**config.mk**
```make
export PLATFORM = sky130hd
export DESIGN_NAME = mulu_ddr_seq
export DESIGN_NICKNAME = d
export VERILOG_FILES = /design/src/rtl/mulu_ddr_seq_pkg.sv /design/src/rtl/mulu_ddr_seq_shift_add.sv /design/src/rtl/mulu_ddr_seq.sv
export SDC_FILE = /design/constraint.sdc
export NUM_CORES = 1
export LEC_CHECK = 0
export CELL_PAD_IN_SITES_DETAIL_PLACEMENT = 0
export CELL_PAD_IN_SITES_GLOBAL_PLACEMENT = 1
export CORE_AREA = 3 3 86 88
export CTS_CLUSTER_SIZE = 25
export DETAILED_ROUTE_END_ITERATION = 7
export DIE_AREA = 0 0 89 91
export PLACE_DENSITY = 0.73
export SYNTH_ARGS = -nofsm -noshare
export SYNTH_HDL_FRONTEND = slang
export SYNTH_SLANG_ARGS = --single-unit
```
**constraint.sdc**
```tcl
create_clock -name clk -period 3.31 [get_ports clk]
set_clock_uncertainty 0.15 [all_clocks]
set_input_delay 0.331 -clock clk [delete_from_list [all_inputs] [get_ports clk]]
set_output_delay 0.331 -clock clk [all_outputs]
set_load 0.02 [all_outputs]
```
**src/rtl/mulu_ddr_seq_pkg.sv**
```systemverilog
// Shared configuration for the dual-edge operand sequencer.
// Holds the default widths, the FSM state encoding and the beat-count derivation.
package mulu_ddr_seq_pkg;

    localparam int DW_DEFAULT  = 6;
    localparam int OPW_DEFAULT = 7;

    typedef enum logic [1:0] {
        ST_IDLE = 2'd0,
        ST_LOAD = 2'd1,
        ST_MUL  = 2'd2,
        ST_DONE = 2'd3
    } state_t;

    // Number of two-lane beats needed to carry both operands, rounded up
    function automatic int calc_beats(input int dw, input int opw);
        return (2 * opw + 2 * dw - 1) / (2 * dw);
    endfunction

endpackage

```
**src/rtl/mulu_ddr_seq_shift_add.sv**
```systemverilog
// Unsigned shift-add multiply core: loads both operands in one cycle,
// then performs one partial-product accumulation per step.
module mulu_shift_add_core #(
    parameter int OPW = 7
) (
    input  logic             clk,
    input  logic             reset,
    input  logic             load,
    input  logic             step,
    input  logic [OPW-1:0]   a,
    input  logic [OPW-1:0]   b,
    output logic             last,
    output logic [2*OPW-1:0] product
);

    localparam int IW = (OPW > 1) ? $clog2(OPW) : 1;

    logic [OPW-1:0]   mcand;
    logic [OPW-1:0]   mplier;
    logic [2*OPW-1:0] acc;
    logic [IW-1:0]    iter;
    logic [2*OPW-1:0] mcand_ext;

    assign mcand_ext = {{OPW{1'b0}}, mcand};
    assign last      = (iter == IW'(OPW - 1));
    assign product   = acc;

    always_ff @(posedge clk) begin
        if (reset) begin
            mcand  <= '0;
            mplier <= '0;
            acc    <= '0;
            iter   <= '0;
        end else if (load) begin
            mcand  <= a;
            mplier <= b;
            acc    <= '0;
            iter   <= '0;
        end else if (step) begin
            // Multiplier bit consumed LSB first; its weight tracks iter
            if (mplier[0]) begin
                acc <= acc + (mcand_ext << iter);
            end
            mplier <= mplier >> 1;
            iter   <= iter + IW'(1);
        end
    end

endmodule

```
**src/rtl/mulu_ddr_seq.sv**
```systemverilog
// Assembles two unsigned operands from dual-edge lane beats, multiplies them
// with the shift-add core and holds the product with a valid flag.
module mulu_ddr_seq
    import mulu_ddr_seq_pkg::*;
#(
    parameter int DW  = DW_DEFAULT,
    parameter int OPW = OPW_DEFAULT
) (
    input  logic             clk,
    input  logic             reset,
    input  logic             start,
    input  logic [DW-1:0]    in_pos,
    input  logic [DW-1:0]    in_neg,
    output logic             busy,
    output logic             result_valid,
    output logic [2*OPW-1:0] result
);

    localparam int BEATS = calc_beats(DW, OPW);
    localparam int BW    = BEATS * 2 * DW;
    localparam int CW    = (BEATS > 1) ? $clog2(BEATS) : 1;

    state_t          state;
    state_t          state_next;
    logic [CW-1:0]   beat_cnt;
    logic [BW-1:0]   asm_buf;
    logic [BW-1:0]   assembled;
    logic [2*DW-1:0] beat;
    logic            accept_start;
    logic            capture;
    logic            core_load;
    logic            core_step;
    logic            core_last;

    assign beat         = {in_neg, in_pos};
    assign accept_start = start && (state == ST_IDLE || state == ST_DONE);
    assign capture      = accept_start || (state == ST_LOAD);

    // Buffer contents including the beat on the lanes this cycle, so the
    // final beat can feed the core without an extra cycle
    always_comb begin
        assembled = BW'(beat);
        if (state == ST_LOAD) begin
            assembled = asm_buf;
            assembled[int'(beat_cnt) * 2 * DW +: 2 * DW] = beat;
        end
    end

    always_comb begin
        state_next = state;
        core_load  = 1'b0;
        core_step  = 1'b0;
        case (state)
            ST_IDLE, ST_DONE: begin
                if (start) begin
                    if (BEATS == 1) begin
                        core_load  = 1'b1;
                        state_next = ST_MUL;
                    end else begin
                        state_next = ST_LOAD;
                    end
                end
            end
            ST_LOAD: begin
                if (beat_cnt == CW'(BEATS - 1)) begin
                    core_load  = 1'b1;
                    state_next = ST_MUL;
                end
            end
            ST_MUL: begin
                core_step = 1'b1;
                if (core_last) begin
                    state_next = ST_DONE;
                end
            end
            default: state_next = ST_IDLE;
        endcase
    end

    always_ff @(posedge clk) begin
        if (reset) begin
            state    <= ST_IDLE;
            asm_buf  <= '0;
            beat_cnt <= '0;
        end else begin
            state <= state_next;
            if (capture) begin
                asm_buf <= assembled;
            end
            if (accept_start) begin
                beat_cnt <= CW'(1);
            end else if (state == ST_LOAD) begin
                beat_cnt <= beat_cnt + CW'(1);
            end
        end
    end

    mulu_shift_add_core #(
        .OPW(OPW)
    ) u_core (
        .clk    (clk),
        .reset  (reset),
        .load   (core_load),
        .step   (core_step),
        .a      (assembled[OPW-1:0]),
        .b      (assembled[2*OPW-1:OPW]),
        .last   (core_last),
        .product(result)
    );

    assign busy         = (state == ST_LOAD) || (state == ST_MUL);
    assign result_valid = (state == ST_DONE);

endmodule
```
=== After elaboration in Yosys (flattened, before gate mapping) ===
Index checks and enable logic that the tools add are counted.
Widths: inputs -> output; s select.

* Flip-flop bits (word level): 58
* Input bits: 15
* Output and inout bits: 16
* Word-level logic and storage cells: 46

* Add/sub/neg operators: 4
* Multiply operators: 1
* Eq/ne operators: 7
* Shift operators: 3
* Muxes and demuxes: 13
* Reduce and logical (&&, ||, !) cells: 11

{| class="wikitable"
|+ Operators with widths
! cell !! number
|-
| $neg 5->33 || 1
|-
| $shift 12x33->24 const A || 1
|-
| $shiftx 12x33->24 || 1
|-
| $bwmux 24 || 1
|-
| $mux 24 || 1
|-
| $add 14x14->14 || 1
|-
| $mux 7 || 2
|-
| $shl 7x3->14 || 1
|-
| $mux 2 || 3
|-
| $ne 2x2->1 const B || 3
|-
| $pmux 2 s3 || 1
|-
| $mux 1 || 5
|-
| $eq 2x2->1 const B || 2
|-
| $reduce_bool 2->1 || 2
|-
| $reduce_or 2->1 || 2
|-
| $add 3x1->3 const B || 1
|-
| $eq 3x3->1 const B || 1
|-
| $logic_or 1x1->1 || 3
|-
| $mul 1x2->3 const B || 1
|-
| $reduce_and 3->1 || 1
|-
| $eq 2x1->1 const B || 1
|-
| $logic_not 2->1 || 1
|-
| $reduce_and 2->1 || 1
|-
| $add 1x1->1 const B || 1
|-
| $logic_and 1x1->1 || 1
|}

=== Longest topological paths before layout ===
Gate-level depths: netlist of run 1.

* Word-level depth: 6
* Gate-level depth with buffers: 13
* Gate-level depth less buffers: 12

=== Cells and area by module ===
From an unflattened synthesis of run 1, not the netlist that was laid out.

* Cell total of the unflattened synthesis: 372
* Area total of the unflattened synthesis: 3123.0 µm²

{| class="wikitable"
|+ Modules (own cells, without submodules)
! module !! times used !! cells an instance !! area each (µm²) !! seq. area each (µm²)
|-
| mulu_shift_add_core || 1 || 271 || 2139.6 || 620.6
|-
| mulu_ddr_seq || 1 || 101 || 983.4 || 340.3
|}

=== Worst setup path after synthesis of run 1 ===
Ideal clock, no wire load.

* Path kind: register to register
* Start point: register u_core.iter[1]
* End point: register u_core.acc[13] (netlist: u_core.product[13])
* Setup time: 0.071 ns
* Data arrival time: 2.792 ns
* Data required time: 3.089 ns
* Path slack: 0.297 ns
* Stages on the path, launching flop included: 14
* Path buffers: 2
* Clock period less this slack: 3.013 ns
* Cell sequence: dfxtp_1 > clkbuf_1 > clkbuf_1 > mux2i_1 > nand2_1 > nand3_1 > o21ai_0 > ha_1 > o21a_1 > nor2b_1 > o41ai_2 > a211oi_1 > or3_1 > a21oi_1

* Longest elaborated chain between the ends: 2

{| class="wikitable"
|+ Ends and longest elaborated chain
! item !! line !! text
|-
| start, declared || mulu_ddr_seq_shift_add.sv:21 || <nowiki>logic [IW-1:0] iter;</nowiki>
|-
| start signal, assigned || mulu_ddr_seq_shift_add.sv:45 || <nowiki>iter <= iter + IW'(1);</nowiki>
|-
| $shl 7x3->14 || mulu_ddr_seq_shift_add.sv:42 || <nowiki>acc <= acc + (mcand_ext << iter);</nowiki>
|-
| $add 14x14->14 || mulu_ddr_seq_shift_add.sv:42 ||
|-
| end signal, assigned || mulu_ddr_seq_shift_add.sv:42 ||
|-
| end, declared || mulu_ddr_seq_shift_add.sv:20 || <nowiki>logic [2*OPW-1:0] acc;</nowiki>
|}

Every way passes these cells.
A chain may end at the register's enable or synchronous reset.

=== Worst setup path in the final report of run 1 ===
Ends and elaborated chain as after synthesis.

==> summary.txt, run 1 <==
Hold path
  – Hold path start: asm_buf[0]
  – Hold WC Path Type: reg -> reg
  – Hold worst-path end: u_core.mcand[0]
  – Hold Crit Depth: 2

Logic synthesis
  – Async SR Flop Fraction: 0%
  – Top post-synthesis cells by area: dfxtp_1 35%, ha_1 9.0%, mux2i_1 8.7%, nand2_1 6.7%, nor2_1 6.4%
  – Cell taking the most area after synthesis: dfxtp_1
  – Yosys top cell area share: 34.8%
  – Most frequent cell after synthesis: nand2_1
  – Post-synth EDFFs: 0
  – Post-synthesis cell type count: 39
  – Flops & latches, synth: 46
  – Post-Synthesis Net Count: 362
  – Sequential area share after synthesis: 34.8%
  – Dominant synthesized flop cell: dfxtp_1
  – Warning count from the yosys run: 0
  – Syn Std Cell Area: 2650 sq um
  – Mean Syn Cell Area: 8.10 sq um
  – Synth top cells by count: 47 x nand2_1, 46 x dfxtp_1, 45 x nor2_1, 23 x a21oi_1, 23 x mux2i_1
  – Cells after synthesis: 327

Finish
  – Finished Core Util: 46.5%
  – ANT cells: 0
  – Synth-to-Final Area Change: 18.0%
  – Final instance area: 3120 sq um
  – Share of cells above drive strength 1: 7.08%
  – Layout net count: 387

STA
  – Fin crit share: 92.8%
  – Fin. max-slew vios: 0
  – Least-Margin Pin Slew: 737 ps
  – # setup viols final: 0
  – RSZ-0062 raised after global routing: no
  – Rel. slew slack: 50.7%
  – Fin crit period: 3070 ps
  – Fmax: 326 MHz
  – Worst Setup Slack, final: 239 ps
  – Hold Fails Final Rpt: 0
  – Setup TNS Final: 0 ps

Global routing
  – Grt ovf: 0
  – Gr usage total: 16.0%
  – Vias in the first global route: 2222
  – Initial antenna violation count: 0
  – Pin count of the biggest net entering global routing: 22
  – Global-route wire length before repair: 10500 um

Drt
  – Avg WL per Cell: 14.0 um
  – DRC: 0
  – WL final: 6070 um
  – Via density: 5.25
  – DR pass1 iterations: 4
  – DRT antenna net count: 0
  – DR vias: 2272
  – Iter 0 DRT Violations: 108

Pwr
  – Switching share of total power: 37.9%
  – Comb power frac: 36.5%
  – Pint: 1.08 mW
  – P_sw: 662 uW
  – Seq pwr share: 42.0%
  – Power Density: 559 nW/um^2
  – P_leak: 1.22 nW
  – Max VDD drop: 0.419 mV
  – Clock network power share: 21.5%

Clock tree
  – Root Driver: clkbuf_8
  – Clk sinks: 46
  – CTS tree: built
  – Inserted Clock Buffers: 5
  – Worst-Skew Late Latency: 310 ps
  – Clock transition at path regs: 100 ps
  – Post-CTS Setup Inserts: 0
  – Max Root-Sink Buffers: 2
  – H-tree depth: 2

Setup path
  – CP Launch Type: flip-flop
  – Data required, critical path: 3400 ps
  – Worst setup EP type: flip-flop
  – Top delay family on crit path: compound AO/OA/AOI/OAI gates
  – Worst r2r src: u_core.iter[1]
  – Critical Path Fanout Max: 7
  – WP data arrival: 3160 ps
  – Crit-path slowest cell: ha_2
  – Reg-to-reg setup timing slack: 240 ps
  – Worst-path cell chain: mux2_2 > o21ai_0 > o21ai_0 > ha_2 > o211ai_2 > a2111oi_2 > o21ai_1 > and4_4 > or3_1 > a21oi_1
  – Number of buffers and inverters on the critical path: 0
  – Most used cell, CP: o21ai_0
  – CP max stage delay: 460 ps
  – Reg2reg end: u_core.product[13]
  – R2R cell count: 10
  – Total stage count of the critical path: 10
  – Crit path kind: reg -> reg

Die
  – Initial Utilization: 39.4%
  – Die extent in y: 91 um
  – # rows: 30
  – Die Span X: 89 um
  – Top Ports: 31
  – Core Area: 6720 sq um
  – Die ar.: 8100 sq um

Outcome
  – Status: complete, no violations

Place
  – Area after DPL: 3020 sq um
  – Post-detail-place hpwl: 4460 um
  – Final RePlAce weighted congestion: 0.833
  – Post-Place Worst Slack: 192 ps
  – PortBufs: 30

Job
  – Max cap viols: 0
==> repair_timing <==
item	CTS	global route
hold buffers	0	0
resized for setup	0	5
endpoints found under the setup margin	0	2
==> per-layer routing <==
layer	up-vias	track usage, %	part of all wire (%)
li1	1191	-	-
met1	1042	21.9	48
met2	29	26.1	48
met3	10	2.72	2.8
met4	0	3.97	1.5
met5	-	0	0
==> kinds of logic (layout without fill, tap and decap cells) <==
logic type,count (synthesis),after routing,synth area share [%]
AND/OR/NAND/NOR,123,123,20.0
AO/OA/AOI/OAI,76,76,18.6
adder cells (fa/ha/maj),20,20,9.73
XOR/XNOR,10,10,3.31
multiplexers,25,25,9.54
buffers and inverters,27,53,4.02
flip-flops,46,46,34.8
==> final cells by class <==
type / instances / area (sq um)
Inverter: 10 / 37.5
Tap cell: 80 / 100
Fill cell: 676 / 3590
Multi-Input combinational cell: 254 / 1630
Sequential cell: 46 / 922
Timing Repair Buffer: 35 / 342
Clock inverter: 3 / 23.8
Clock buffer: 5 / 68.8
==> worst reg2reg max path, delay by kind of cell (launching register included) <==
family | cells | cell delay (ps)
and+or+nand+nor | 2 | 490
AOI/OAI and AO/OA | 6 | 1110
muxes | 1 | 370
DFF | 1 | 440
adders and majority gates | 1 | 460
==> flip-flops by register name (all words and copies together), names as in the netlist <==
signal / cells
state: 2
u_core.product: 14
beat_cnt: 1
u_core.mplier: 7
u_core.iter: 3
asm_buf: 12
u_core.mcand: 7
==> power groups by stage <==
stage               Sequential, mW  Clock [mW]  Combinational [mW]
finish                       0.732       0.375               0.638
global route                 0.748       0.408               0.718
CTS                          0.731       0.385               0.637
detailed placement           0.744           0               0.633
global placement             0.740           0               0.626
floorplan                    0.714           0               0.503
==> worst max path at each step <==
stage,from,to,slack (ps)
CTS,u_core.iter[1],u_core.product[13],160
global route,u_core.iter[1],u_core.product[13],4
floorplan,u_core.iter[1],u_core.product[13],300
detailed placement,u_core.iter[1],u_core.product[13],190
finish,u_core.iter[1],u_core.product[13],240
global placement,u_core.iter[0],u_core.product[13],210
==> through the flow <==
stage | power (mW) | cells | hold WS, ps
6_report | 1.75 | 433 | 305
5_1_grt | 1.87 | 433 | 340
4_1_cts | 1.75 | 433 | 312
3_5_place_dp | 1.38 | 425 | 301
3_3_place_gp | 1.37 | 425 | 292
2_1_floorplan | 1.22 | 327 | 281
==> placed cells by master (no fill, tap or decap), drive strengths merged, types with 2 or more instances in the layout <==
cell / n
nand2: 47
xor2: 5
a21oi: 24
dfxtp: 46
o21ai: 20
mux2i: 23
mux2: 2
ha: 19
clkdlybuf4s50: 30
nor2: 45
inv: 11
nand2b: 3
or3: 2
a211oi: 17
xnor2: 5
and2: 4
clkbuf: 5
o22ai: 3
o21a: 2
buf: 5
and3: 3
a21o: 3
a31oi: 2
nor2b: 4
nor3: 4
clkinvlp: 2
nand3: 8
Note: power is estimated with default switching activity, not from simulation.
==> inputs of run 2 (changes only) <==
==> constraint.sdc (replaced) <==
create_clock -name clk -period 3.31 [get_ports clk]
set_clock_uncertainty 0.15 [all_clocks]
set_input_delay 0.331 -clock clk [delete_from_list [all_inputs] [get_ports clk]]
set_output_delay 0.331 -clock clk [all_outputs]
set_load 0.05 [all_outputs]
==> results of run 2 <==
Same layout as run 1 (identical final DEF). Status: complete, no violations.
Main changes from that run: total power 1.75 mW -> 1.78 mW
==> inputs of run 3 (changes only) <==
--- a/config.mk
+++ b/config.mk
@@ -11,7 +11,7 @@
 export CTS_CLUSTER_SIZE = 25
 export DETAILED_ROUTE_END_ITERATION = 7
 export DIE_AREA = 0 0 89 91
-export PLACE_DENSITY = 0.73
+export PLACE_DENSITY_LB_ADDON = 0.1
 export SYNTH_ARGS = -nofsm -noshare
 export SYNTH_HDL_FRONTEND = slang
 export SYNTH_SLANG_ARGS = --single-unit
==> constraint.sdc (replaced) <==
create_clock -name clk -period 3.3 [get_ports clk]
set_clock_uncertainty 0.15 [all_clocks]
set_input_delay 0.33 -clock clk [delete_from_list [all_inputs] [get_ports clk]]
set_output_delay 0.33 -clock clk [all_outputs]
set_load 0.05 [all_outputs]
==> run 3 against run 2 <==
Combinational power is 3% higher. Setup slack better by 31 ps. Sequential power hardly changed.
==> summary.txt, run 3 (synthesis gave the netlist of run 1 again) <==
Pwr
  – Switching share of total power: 35.8%
  – Comb power frac: 37.1%
  – P_leak: 1.28 nW
  – Max VDD drop: 0.295 mV
  – Power Density: 580 nW/um^2
  – Seq pwr share: 39.3%
  – P_sw: 666 uW
  – Clock network power share: 23.6%
  – Pint: 1.19 mW
  – Overall Power: 1.86 mW

Clock tree
  – H-tree depth: 2
  – Max Root-Sink Buffers: 2
  – Clk sinks: 46
  – Worst-Skew Late Latency: 300 ps
  – Root Driver: clkbuf_8
  – CTS tree: built
  – Clock transition at path regs: 90 ps
  – Inserted Clock Buffers: 5
  – Hold bufs inserted after CTS: 0

Setup path
  – Critical Path Fanout Max: 15
  – CP Launch Type: flip-flop
  – WP data arrival: 3120 ps
  – Worst setup EP type: flip-flop
  – Data required, critical path: 3390 ps
  – Crit path kind: reg -> reg

Place
  – Final RePlAce weighted congestion: 0.871
  – Post-detail-place hpwl: 4500 um
  – PortBufs: 30
  – Post-Place Worst Slack: 198 ps

Die
  – # rows: 30
  – Die extent in y: 91 um
  – Die Span X: 89 um
  – Top Ports: 31
  – Initial Utilization: 39.4%
  – Core Area: 6720 sq um
  – Die ar.: 8100 sq um

Drt
  – Iter 0 DRT Violations: 55
  – Avg WL per Cell: 13.7 um
  – WL final: 6020 um
  – DRC: 0
  – Via density: 5.28
  – DR vias: 2319
  – DRT antenna net count: 0
  – DR pass1 iterations: 4

Finish
  – Synth-to-Final Area Change: 21.1%
  – Max reg flops: 14
  – Layout net count: 394
  – Commonest non-fill, non-tap cell in the layout: nand2_1
  – Commonest cells after routing, fill and taps aside: 47 x nand2_1, 45 x nor2_1, 45 x dfxtp_1, 30 x clkdlybuf4s50_1, 23 x a21oi_1
  – ANT cells: 0
  – Share of cells above drive strength 1: 8.36%

STA
  – # setup viols final: 0
  – Fmax: 330 MHz
  – Hold Fails Final Rpt: 0
  – Final hold slack: 310 ps
  – Fin crit share: 91.8%
  – Fin crit period: 3030 ps
  – Least-Margin Pin Slew: 565 ps
  – Worst Setup Slack, final: 269 ps
  – Rel. slew slack: 62.2%
  – Fin. max-slew vios: 0

Job
  – Max cap viols: 0

Global routing
  – Vias in the first global route: 2271
  – Initial antenna violation count: 0
  – Grt ovf: 0
  – Pin count of the biggest net entering global routing: 22
  – Gr usage total: 15.9%
  – Global-route wire length before repair: 10300 um

Outcome
  – Status: complete, no violations

Hold path
  – Hold WC Path Type: reg -> reg
-- run 3: final cells by class --
cell class / instances / area [sq um]
Clock inverter: 1 / 30.0
Fill cell: 668 / 3510
Multi-Input combinational cell: 254 / 1640
Clock buffer: 6 / 82.6
Inverter: 10 / 37.5
Tap cell: 80 / 100
Timing Repair Buffer: 42 / 394
Sequential cell: 46 / 922
-- run 3: worst paths after layout --
| check | depth (start not counted) | slack, ps | end | start |
|---|---|---|---|---|
| worst max-delay path | 12 | 270 | u_core.product[13] | u_core.iter[1] |
| worst min-delay path | 2 | 310 | u_core.mcand[1] | asm_buf[1] |
| worst max register to register | 12 | 270 | u_core.product[13] | u_core.iter[1] |
| worst min register to register | 2 | 310 | u_core.mcand[1] | asm_buf[1] |
-- run 3: stage by stage --
step | utilization [%] | cell area, sq um | TNS [ps] | std cells
finish | 47.7 | 3210 | 0 | 439
global route | 47.7 | 3210 | -32.6 | 439
CTS | 47.3 | 3180 | 0 | 438
detailed placement | 45.6 | 3060 | 0 | 431
global placement | 45.6 | 3060 | 0 | 431
floorplan | - | 2650 | 0 | 327
-- run 3: per-layer routing --
metal | GRT usage [%] | wire, um | part of all wire, % | vias up
met2 | 27.8 | 3030 | 50 | 32
met1 | 19.9 | 2740 | 46 | 1076
met4 | 3.47 | 59 | 0.98 | 0
li1 | - | - | - | 1205
met3 | 2.99 | 191 | 3.2 | 6
met5 | 0 | 0 | 0 | -
-- run 3: power by group through the flow --
stage / Clock [mW] / Sequential [mW] / Combinational [mW]
floorplan: 0 / 0.722 / 0.531
global placement: 0 / 0.739 / 0.687
detailed placement: 0 / 0.743 / 0.686
CTS: 0.455 / 0.730 / 0.689
global route: 0.472 / 0.747 / 0.780
finish: 0.439 / 0.731 / 0.690
-- run 3: worst max-delay path, stage by stage (launching register included) --
cell and delay [ps]:
dfxtp_1 360, buf_6 180, mux2i_2 270, nand2_1 80
o21ai_0 150, o21ai_0 140, ha_1 410, o211ai_2 170
a2111oi_4 330, o21ai_2 130, and4_4 190, or3_1 300
a21oi_1 120
-- run 3: timing repair --
action / CTS / global route
endpoints found under the setup margin: 0 / 1
gates resized for setup: 0 / 5
endpoints found under the hold margin: 0 / 0
buffers inserted: 0 / 1
